**src/rtl/ball_position_pkg.sv**
```systemverilog
// ball_position_pkg: playfield geometry, rally FSM encoding and the X clamp shared by ball logic.
//  Shared with the bounce logic and renderer, so paddle rows live here too.
package ball_position_pkg;
   localparam int SCREEN_W    = 128;
   localparam int SCREEN_H    = 64;
   localparam int BALL_HALF   = 2;
   localparam int SERVE_TICKS = 30;
   localparam logic [6:0] SERVE_X    = 7'd64;
   localparam logic [5:0] SERVE_Y    = 6'd32;
   localparam logic [4:0] SERVE_LAST = 5'(SERVE_TICKS - 1);
   localparam logic [3:0] WIN_SCORE  = 4'd7;
   localparam logic [5:0] PADDLE_TOP_Y    = 6'd1;
   localparam logic [5:0] PADDLE_BOTTOM_Y = 6'd62;
   // Centre limits that keep the whole ball on screen, in the 9-bit signed step domain.
   localparam logic signed [8:0] X_MIN = 9'(BALL_HALF);
   localparam logic signed [8:0] X_MAX = 9'(SCREEN_W - 1 - BALL_HALF);
   localparam logic signed [8:0] Y_MIN = 9'(BALL_HALF);
   localparam logic signed [8:0] Y_MAX = 9'(SCREEN_H - 1 - BALL_HALF);
   typedef logic [1:0] state_t;
   localparam state_t ST_SERVE     = 2'd0;
   localparam state_t ST_PLAY      = 2'd1;
   localparam state_t ST_SCORED    = 2'd2;
   localparam state_t ST_GAME_OVER = 2'd3;
   function automatic logic [6:0] clamp_x(input logic signed [8:0] v);
      return (v < X_MIN) ? X_MIN[6:0] : (v > X_MAX) ? X_MAX[6:0] : v[6:0];
   endfunction
endpackage

```
**src/rtl/ball_position_if.sv**
```systemverilog
// ball_position_if: frame strobe, velocity and start in; position, pulses, scores and status out.
//  master: drives move_tick/start/dx/dy.  slave: the ball_position block.
interface ball_position_if;
   logic              move_tick;
   logic              start;
   logic signed [2:0] dx;
   logic signed [2:0] dy;
   logic [6:0]        ballX;
   logic [5:0]        ballY;
   logic              serve;
   logic              point_top;
   logic              point_bottom;
   logic [3:0]        score_top;
   logic [3:0]        score_bottom;
   logic              game_over;
   logic              in_play;
   modport master (
      output move_tick, start, dx, dy,
      input  ballX, ballY, serve, point_top, point_bottom, score_top, score_bottom, game_over, in_play
   );
   modport slave (
      input  move_tick, start, dx, dy,
      output ballX, ballY, serve, point_top, point_bottom, score_top, score_bottom, game_over, in_play
   );
endinterface

```
**src/rtl/ball_position.sv**
```systemverilog
// ball_position: integrates ball velocity per move_tick and sequences serve, scoring and game over.
//  clk  - system clock
//  rst  - asynchronous active-high reset
//  bus  - slave side: move_tick/start/dx/dy in; ballX/ballY, serve/point pulses, scores,
//         game_over and in_play out
module ball_position
   import ball_position_pkg::*;
(
   input logic            clk,
   input logic            rst,
   ball_position_if.slave bus
);
   state_t            state;
   logic [4:0]        tick_cnt;
   logic [6:0]        ball_x;
   logic [5:0]        ball_y;
   logic [3:0]        score_top, score_bottom;
   logic              serve, point_top, point_bottom;
   logic signed [8:0] nx, ny;
   always_comb begin
      nx = $signed({2'b00, ball_x}) + $signed({{6{bus.dx[2]}}, bus.dx});
      ny = $signed({3'b000, ball_y}) + $signed({{6{bus.dy[2]}}, bus.dy});
   end
   always_ff @(posedge clk or posedge rst) begin
      if (rst) begin
         state        <= ST_SERVE;
         tick_cnt     <= '0;
         ball_x       <= SERVE_X;
         ball_y       <= SERVE_Y;
         score_top    <= '0;
         score_bottom <= '0;
         serve        <= 1'b0;
         point_top    <= 1'b0;
         point_bottom <= 1'b0;
      end else begin
         serve        <= 1'b0;
         point_top    <= 1'b0;
         point_bottom <= 1'b0;
         case (state)
            ST_SERVE: begin
               ball_x <= SERVE_X;
               ball_y <= SERVE_Y;
               if (bus.move_tick) begin
                  tick_cnt <= (tick_cnt == SERVE_LAST) ? 5'd0 : tick_cnt + 5'd1;
                  if (tick_cnt == SERVE_LAST) begin
                     state <= ST_PLAY;
                     serve <= 1'b1;
                  end
               end
            end
            ST_PLAY: begin
               // Scoring ticks leave the last in-field position in place.
               if (bus.move_tick) begin
                  if (ny < Y_MIN) begin
                     point_bottom <= 1'b1;
                     if (score_bottom != WIN_SCORE) score_bottom <= score_bottom + 4'd1;
                     state <= ST_SCORED;
                  end else if (ny > Y_MAX) begin
                     point_top <= 1'b1;
                     if (score_top != WIN_SCORE) score_top <= score_top + 4'd1;
                     state <= ST_SCORED;
                  end else begin
                     ball_y <= ny[5:0];
                     ball_x <= clamp_x(nx);
                  end
               end
            end
            ST_SCORED: begin
               ball_x <= SERVE_X;
               ball_y <= SERVE_Y;
               state  <= (score_top == WIN_SCORE || score_bottom == WIN_SCORE) ? ST_GAME_OVER : ST_SERVE;
            end
            default: begin
               if (bus.start) begin
                  score_top    <= '0;
                  score_bottom <= '0;
                  tick_cnt     <= '0;
                  state        <= ST_SERVE;
               end
            end
         endcase
      end
   end
   assign bus.ballX        = ball_x;
   assign bus.ballY        = ball_y;
   assign bus.serve        = serve;
   assign bus.point_top    = point_top;
   assign bus.point_bottom = point_bottom;
   assign bus.score_top    = score_top;
   assign bus.score_bottom = score_bottom;
   assign bus.game_over    = (state == ST_GAME_OVER);
   assign bus.in_play      = (state == ST_PLAY);
endmodule

```
**src/flat_wrapper.sv**
```systemverilog
// flat-port wrapper written by rule: the top's interface ports become plain ports
module ball_position_flat import ball_position_pkg::*;
  (clk, rst, bus_move_tick, bus_start, bus_dx, bus_dy, bus_ballX, bus_ballY, bus_serve, bus_point_top, bus_point_bottom, bus_score_top, bus_score_bottom, bus_game_over, bus_in_play);
  ball_position_if bus_i ();
  input logic clk;
  input logic rst;
  input wire logic [$bits(bus_i.move_tick)-1:0] bus_move_tick;
  input wire logic [$bits(bus_i.start)-1:0] bus_start;
  input wire logic [$bits(bus_i.dx)-1:0] bus_dx;
  input wire logic [$bits(bus_i.dy)-1:0] bus_dy;
  output wire logic [$bits(bus_i.ballX)-1:0] bus_ballX;
  output wire logic [$bits(bus_i.ballY)-1:0] bus_ballY;
  output wire logic [$bits(bus_i.serve)-1:0] bus_serve;
  output wire logic [$bits(bus_i.point_top)-1:0] bus_point_top;
  output wire logic [$bits(bus_i.point_bottom)-1:0] bus_point_bottom;
  output wire logic [$bits(bus_i.score_top)-1:0] bus_score_top;
  output wire logic [$bits(bus_i.score_bottom)-1:0] bus_score_bottom;
  output wire logic [$bits(bus_i.game_over)-1:0] bus_game_over;
  output wire logic [$bits(bus_i.in_play)-1:0] bus_in_play;
  assign bus_i.move_tick = bus_move_tick;
  assign bus_i.start = bus_start;
  assign bus_i.dx = bus_dx;
  assign bus_i.dy = bus_dy;
  assign bus_ballX = bus_i.ballX;
  assign bus_ballY = bus_i.ballY;
  assign bus_serve = bus_i.serve;
  assign bus_point_top = bus_i.point_top;
  assign bus_point_bottom = bus_i.point_bottom;
  assign bus_score_top = bus_i.score_top;
  assign bus_score_bottom = bus_i.score_bottom;
  assign bus_game_over = bus_i.game_over;
  assign bus_in_play = bus_i.in_play;
  ball_position u_core (.clk(clk), .rst(rst), .bus(bus_i));
endmodule
```
**config.mk**
```make
export PLATFORM = sky130hd
export DESIGN_NAME = ball_position_flat
export DESIGN_NICKNAME = d
export VERILOG_FILES = /design/src/rtl/ball_position_pkg.sv /design/src/rtl/ball_position_if.sv /design/src/rtl/ball_position.sv /design/src/flat_wrapper.sv
export SDC_FILE = /design/constraint.sdc
export NUM_CORES = 1
export LEC_CHECK = 0
export CORE_MARGIN = 3
export CORE_UTILIZATION = 59
export DETAILED_ROUTE_END_ITERATION = 8
export GPL_TIMING_DRIVEN = 0
export MAX_ROUTING_LAYER = met4
export PLACE_DENSITY = 0.95
export SLEW_MARGIN = 0
export SYNTH_ARGS = -nofsm -noshare
export SYNTH_HDL_FRONTEND = slang
export SYNTH_SLANG_ARGS = --single-unit
```
**constraint.sdc**
```tcl
create_clock -name clk -period 5.76 [get_ports clk]
set_clock_uncertainty 0.1 [all_clocks]
set_input_delay 1.152 -clock clk [delete_from_list [all_inputs] [get_ports clk]]
set_output_delay 1.152 -clock clk [all_outputs]
set_load 0.01 [all_outputs]
```
==> out/qor.csv, run 1 <==
stage,metric,value,unit
routing,DRC Markers,0,
floorplanning,Initial Util,62.8,%
timing,Final Max Slew Viols,0,
synthesis,average cell area after synthesis,8.81,um^2
synthesis,"Top FF cell, synth",dfrtp_1,
power,power per standard cell area,354,nW/um^2
synthesis,Synth Cell Area,2350,um^2
floorplanning,core box area,3740,um^2
timing,Final min period,4.62,ns
clock_tree,CTS HTree Levels,2,
placement,Buffers on Ports,35,
routing,vias,2216,
clock_tree,CTS tree,yes,
clock_tree,post_cts resized,0,
floorplanning,die span in y,69.1,um
clock_tree,"Clk Latency, worst-skew pair",0.28,ns
routing,detail-routed via count per cell,6.19,
placement,routability cong.,0.899,
critical_path,crit path max fanout,11,
clock_tree,clock sink total,31,
routing,1st-pass router iterations,4,
timing,final period utilization,80.2,%
critical_path,reg2reg start,u_core.bus.ballY[0]$_DFFE_PP0P_,
synthesis,synthesized flop and latch total,31,
hold_path,Hold Startpoint,u_core.bus.ballX[6]$_DFFE_PP1P_,
critical_path,"Largest delay share family, worst path",simple AND/OR/NAND/NOR gates,
timing,Final Hold Fails,0,
synthesis,XOR/XNOR Fraction of Synth Area,4.10,%
synthesis,top-area cell type share of the netlist area,30.9,%
synthesis,sequential area share after synthesis,33.1,%
hold_path,Hold Crit Class,register to register,
synthesis,simple-gate portion of the synthesized area,20.3,%
critical_path,CP Class,input pin to register,
synthesis,multiplexer share of the synthesized area,0.904,%
critical_path,Worst Setup End Kind,register,
critical_path,startpoint types,input pin,
synthesis,Yosys cell types,52,
critical_path,"slowest stage cell, crit path",clkdlybuf4s50_1,
grt,initial antenna violation count,0,
critical_path,Worst Path Required,5.88,ns
critical_path,CP Cell Sequence,"clkdlybuf4s50_1, ha_1, a211o_1, o211a_1, o31a_1, or3_1, a211oi_2, nor4b_4, and3_4, a22o_2",
cells_and_area,Antenna diodes,0,
critical_path,Worst Setup SP,bus_dy[2],
cells_and_area,Layout area overhead,22.4,%
synthesis,complex-gate fraction of the synthesized area,24.3,%
critical_path,"Buf+Inv Stages, Crit Path",1,
clock_tree,Clock transition at path regs,0.06,ns
clock_tree,Hold Buf Count CTS,0,
clock_tree,CTS Root Buffer Type,clkbuf_8,
power,Leak,1.32,nW
timing,actual slew at the worst max-slew pin,1.17,ns
clock_tree,total CTS buffers,5,
synthesis,async set or reset register ratio after synthesis,100,%
power,VDD IR max,0.000190,V
grt,vias in the first global route,2173,
synthesis,Post-Syn Instances,267,
synthesis,syn_nets,302,
timing,Peak Freq,217,MHz
synthesis,Post-synth EDFFs,0,
synthesis,synth top area cells,"dfrtp_1 31%, ha_1 12%, o21ai_0 5.5%",
grt,global-route wire length before repair,9570,um
grt,GRT overflow,0,
cells_and_area,final instance area,2880,um^2
outcome,status,completed,
synthesis,synth warn,0,
synthesis,Synth Area in Adders,13.9,%
routing,antenna-violating nets left,0,
routing,DR iter-0 viols,140,
critical_path,WP data arrival,4.74,ns
synthesis,largest family of logic cells by synthesized area,compound AO/OA/AOI/OAI gates,
timing,Setup TNS,0,ns
placement,hpwl dp,4000,um
clock_tree,clk buf depth,2,
grt,total track usage,24.5,%
placement,placed inst area,2760,um^2
floorplanning,Die X,69.1,um
timing,final setup vio count,0,
floorplanning,# IOs,36,
cells_and_area,post-layout util,76.9,%
synthesis,Synth area leader,dfrtp_1,
routing,WL final,5420,um
timing,RSZ-0062 raised after global routing,false,
cells_and_area,layout cells sized above 1,7.74,%
floorplanning,FP Rows,22,
timing,Rel. slew slack,21.7,%
flow_run,max-cap violations,0,
clock_tree,"Setup Fix Bufs, Post-CTS",0,
floorplanning,full die area,4780,um^2
critical_path,crit-path max cell delay,0.71,ns
routing,WL/cell,15.1,um
grt,largest net degree at the start of global routing,32,
critical_path,r2r setup slk,2.08,ns
cells_and_area,# nets final,344,
==> metrics by stage <==
stage | total power, mW | hold slack [ns] | worst slack, ns | cells
6_report | 1.02 | 0.430 | 1.14 | 358
3_5_place_dp | 0.794 | 0.425 | 0.917 | 350
4_1_cts | 1.02 | 0.433 | 1.19 | 358
2_1_floorplan | 0.637 | 0.390 | 1.76 | 267
5_1_grt | 1.10 | 0.473 | 0.992 | 358
3_3_place_gp | 0.767 | 0.415 | 0.989 | 350
==> worst reg2reg max path, cell delays in order (launching register included) <==
cell and delay, ns:
dfrtp_1 0.39, ha_1 0.23, fa_1 0.42, a211o_1 0.29
o211a_1 0.15, o31a_1 0.30, or3_1 0.38, a211oi_2 0.33
nor4b_4 0.58, and3_4 0.31, a22o_2 0.14
==> Yosys cell counts (all sizes together) (2+ instances only) <==
master,count
nand4b,2
a211oi,3
a21oi,13
buf,2
nor2b,3
o22ai,2
inv,15
ha,23
a31oi,2
a22oi,2
or3,6
dfstp,2
nand2b,3
or2,3
nand3,10
o21ai,26
xor2,7
o31ai,3
a22o,15
nor2,20
and2,4
clkbuf,4
nor3,5
nand2,30
xnor2,4
o211a,2
nor3b,3
dfrtp,29
a21o,4
fa,2
==> per-layer routing <==
metal	vias to the layer above	routed length, um	GRT usage, %	part of all wire, %
li1	1057	-	-	-
met4	0	127	9.54	2.3
met3	19	239	4.23	4.4
met5	-	0	-	0
met2	73	2690	40.6	50
met1	1067	2370	29.8	44
==> layout make-up <==
| cell class | count | area (um^2) |
|---|---|---|
| inverters | 15 | 56.3 |
| repair buffers | 35 | 350 |
| multi-input cells | 215 | 1490 |
| flip-flops and latches | 31 | 778 |
| clock inverters | 2 | 35.0 |
| well taps | 48 | 60.1 |
| plain buffers | 6 | 23.8 |
| clock buffers | 6 | 82.6 |
| fillers | 271 | 863 |
==> worst paths after layout <==
| path | to | cells after the start |
|---|---|---|
| max reg2reg | u_core.bus.ballX[0]$_DFFE_PP0P_ | 10 |
| min in group asynchronous | u_core.bus.ballX[2]$_DFFE_PP0P_ | 2 |
| min | u_core.bus.ballX[6]$_DFFE_PP1P_ | 2 |
| min reg2reg | u_core.bus.ballX[6]$_DFFE_PP1P_ | 2 |
| max in group asynchronous | u_core.bus.serve$_DFF_PP0_ | 2 |
| max | u_core.bus.ballX[0]$_DFFE_PP0P_ | 10 |
==> cell usage in the layout (no fill, tap or decap), drive strengths merged, types with 4 or more instances in the layout <==
| cell type | n |
|---|---|
| xor2 | 7 |
| clkdlybuf4s50 | 35 |
| a21o | 4 |
| inv | 15 |
| ha | 23 |
| and2 | 4 |
| nand3 | 10 |
| clkbuf | 10 |
| nor3 | 5 |
| nor2 | 20 |
| a22o | 15 |
| or3 | 6 |
| a21oi | 13 |
| o21ai | 26 |
| xnor2 | 4 |
| dfrtp | 29 |
| nand2 | 30 |
==> power breakdown <==
group / switching (mW) / total, mW / internal [mW]
Combinational: 0.269 / 0.472 / 0.204
Sequential: 0.0586 / 0.327 / 0.268
Clock: 0.0816 / 0.221 / 0.140
==> kinds of logic after synthesis <==
group,Yosys count
AND/OR/NAND/NOR,94
AO/OA/AOI/OAI,83
flip-flops,31
adder cells (fa/ha/maj),25
buffers and inverters,21
XOR/XNOR,11
multiplexers,2
==> flip-flops by register name (all words and copies together) (netlist names) <==
signal                   flops
u_core.bus.ballX             7
u_core.bus.ballY             6
u_core.bus.point_bottom      1
u_core.bus.point_top         1
u_core.bus.score_bottom      4
u_core.bus.score_top         4
u_core.bus.serve             1
u_core.state                 2
u_core.tick_cnt              5
Note: power is estimated with default switching activity, not from simulation.
==> run 2: changes to the inputs <==
--- a/config.mk
+++ b/config.mk
@@ -6,11 +6,11 @@
 export NUM_CORES = 1
 export LEC_CHECK = 0
 export CORE_MARGIN = 3
-export CORE_UTILIZATION = 59
+export CORE_UTILIZATION = 49
 export DETAILED_ROUTE_END_ITERATION = 8
 export GPL_TIMING_DRIVEN = 0
 export MAX_ROUTING_LAYER = met4
-export PLACE_DENSITY = 0.95
+export PLACE_DENSITY = 0.86
 export SLEW_MARGIN = 0
 export SYNTH_ARGS = -nofsm -noshare
 export SYNTH_HDL_FRONTEND = slang
==> constraint.sdc (replaced) <==
create_clock -name clk -period 3.8 [get_ports clk]
set_clock_uncertainty 0.1 [all_clocks]
set_input_delay 0.76 -clock clk [delete_from_list [all_inputs] [get_ports clk]]
set_output_delay 0.76 -clock clk [all_outputs]
set_load 0.01 [all_outputs]
==> out/qor.csv, run 2 (same netlist as run 1, synthesis figures left out) <==
stage,metric,value,unit
cells_and_area,final instance area,3010,um^2
floorplanning,core box area,4500,um^2
timing,Rel. slew slack,20.1,%
timing,actual slew at the worst max-slew pin,1.20,ns
grt,vias in the first global route,2009,
cells_and_area,Antenna diodes,0,
critical_path,startpoint types,input pin,
placement,pre-CTS setup slack,-0.601,ns
timing,Final Hold Fails,0,
critical_path,WP data arrival,3.80,ns
routing,antenna-violating nets left,0,
outcome,status,completed,
power,power per standard cell area,532,nW/um^2
cells_and_area,"non-filler cells, final",369,
critical_path,Worst Setup End Kind,register,
floorplanning,full die area,5670,um^2
cells_and_area,layout cells sized above 1,12.9,%
hold_path,Hold Crit Class,register to register,
floorplanning,Die X,75.3,um
grt,GRT overflow,0,
power,switching share of power,40.3,%
clock_tree,CTS Root Buffer Type,clkbuf_8,
clock_tree,clk buf depth,2,
routing,vias,2183,
power,Pint,0.954,mW
cells_and_area,# nets final,351,
power,VDD IR max,0.000195,V
placement,Buffers on Ports,35,
clock_tree,clock sink total,31,
clock_tree,CTS HTree Levels,2,
routing,DRC Markers,0,
placement,hpwl dp,3860,um
clock_tree,total CTS buffers,5,
clock_tree,"Clk Latency, worst-skew pair",0.29,ns
floorplanning,Initial Util,52.2,%
cells_and_area,most frequent cells in the layout,"33 x clkdlybuf4s50_1, 30 x nand2_1, 29 x dfrtp_1, 25 x o21ai_0, 22 x ha_1",
critical_path,Worst Path Required,3.88,ns
timing,final setup vio count,0,
floorplanning,die span in y,75.3,um
grt,total track usage,21.0,%
critical_path,"slowest stage cell, crit path",or3_1,
cells_and_area,Layout area overhead,27.8,%
floorplanning,FP Rows,24,
timing,final worst slack,0.0809,ns
timing,Final min period,3.72,ns
placement,routability cong.,0.898,
critical_path,CP Cell Sequence,"clkdlybuf4s50_1, ha_1, fa_2, a211oi_2, o21ai_2, nand2_1, mux2_2, o221a_2, or3_1, and3_4, a22o_4",
grt,global-route wire length before repair,9000,um
cells_and_area,max FFs per register,7,
timing,final period utilization,97.9,%
routing,DR iter-0 viols,130,
grt,largest net degree at the start of global routing,32,
timing,Peak Freq,269,MHz
timing,Final Max Slew Viols,0,
critical_path,crit-path max cell delay,0.41,ns
cells_and_area,post-layout util,66.7,%
cells_and_area,Fillers,348,
placement,placed inst area,2770,um^2
cells_and_area,"commonest non-fill, non-tap cell in the layout",clkdlybuf4s50_1,
critical_path,crit path max fanout,4,
flow_run,max-cap violations,0,
floorplanning,# IOs,36,
clock_tree,CTS tree,yes,
power,P_sw,0.644,mW
power,Leak,1.38,nW
power,Comb pwr share,47.3,%
power,sequential power share,30.9,%
routing,WL/cell,14.7,um
routing,1st-pass router iterations,4,
routing,detail-routed via count per cell,5.92,
clock_tree,Clock transition at path regs,0.07,ns
grt,initial antenna violation count,0,
routing,WL final,5410,um
critical_path,CP Class,input pin to register,
power,Clock power frac,21.8,%
placement,Post-Place Cells,354,
run 2: through the flow:
| step | hold WS (ns) | setup TNS, ns | power (mW) |
|---|---|---|---|
| after floorplan | 0.390 | 0 | 0.966 |
| after global placement | 0.413 | -8.70 | 1.17 |
| after detailed placement | 0.423 | -8.46 | 1.20 |
| after CTS | 0.439 | 0 | 1.56 |
| after global routing | 0.464 | -0.206 | 1.71 |
| final | 0.429 | 0 | 1.60 |
run 2: critical path: cells and delay by family:
kind	cells	cell delay, ns
AOI/OAI and AO/OA	4	0.96
and+or+nand+nor	3	0.76
adders and majority gates	2	0.58
buffers and inverters	1	0.40
muxes	1	0.34
run 2: worst paths after layout:
path,start,cells after the start,slack [ns],endpoint
worst max-delay path,bus_dx[0],11,0.08,u_core.bus.ballX[4]$_DFFE_PP0P_
worst min-delay path,u_core.bus.ballX[6]$_DFFE_PP1P_,2,0.43,u_core.bus.ballX[6]$_DFFE_PP1P_
worst max register to register,u_core.bus.ballY[0]$_DFFE_PP0P_,10,0.40,u_core.bus.ballX[0]$_DFFE_PP0P_
worst min register to register,u_core.bus.ballX[6]$_DFFE_PP1P_,2,0.43,u_core.bus.ballX[6]$_DFFE_PP1P_
max in group asynchronous,rst,2,1.88,u_core.bus.score_bottom[1]$_DFFE_PP0P_
min in group asynchronous,rst,2,1.00,u_core.bus.ballX[3]$_DFFE_PP0P_
run 2: final cells by class:
class                   instances  area (um^2)  area share (%)
flip-flops and latches         31          778            25.9
multi-input cells             215         1560            51.8
inverters                      15         56.3            1.87
repair buffers                 42          404            13.4
well taps                      52         65.1            2.16
clock buffers                   6         82.6            2.75
clock inverters                 2         35.0            1.17
plain buffers                   6         27.5           0.916
run 2: routing by layer:
metal	share of wire [%]	wire [um]	GRT usage, %
met1	47	2560	28.3
met5	0	0	-
met4	2.0	107	6.99
met2	47	2550	32.3
met3	3.6	197	3.20
run 2: power groups by stage:
stage	clock network (mW)	logic, mW	registers (mW)
detailed placement	0	0.702	0.497
finish	0.349	0.756	0.494
floorplan	0	0.469	0.497
global route	0.362	0.845	0.507
CTS	0.349	0.722	0.492
global placement	0	0.676	0.492
run 2: repair_timing:
item | CTS | global route
pin swaps | 1 | 9
hold buffers | 0 | 0
endpoints found under the setup margin | 17 | 14
buffers inserted | 1 | 6
resized for setup | 7 | 11
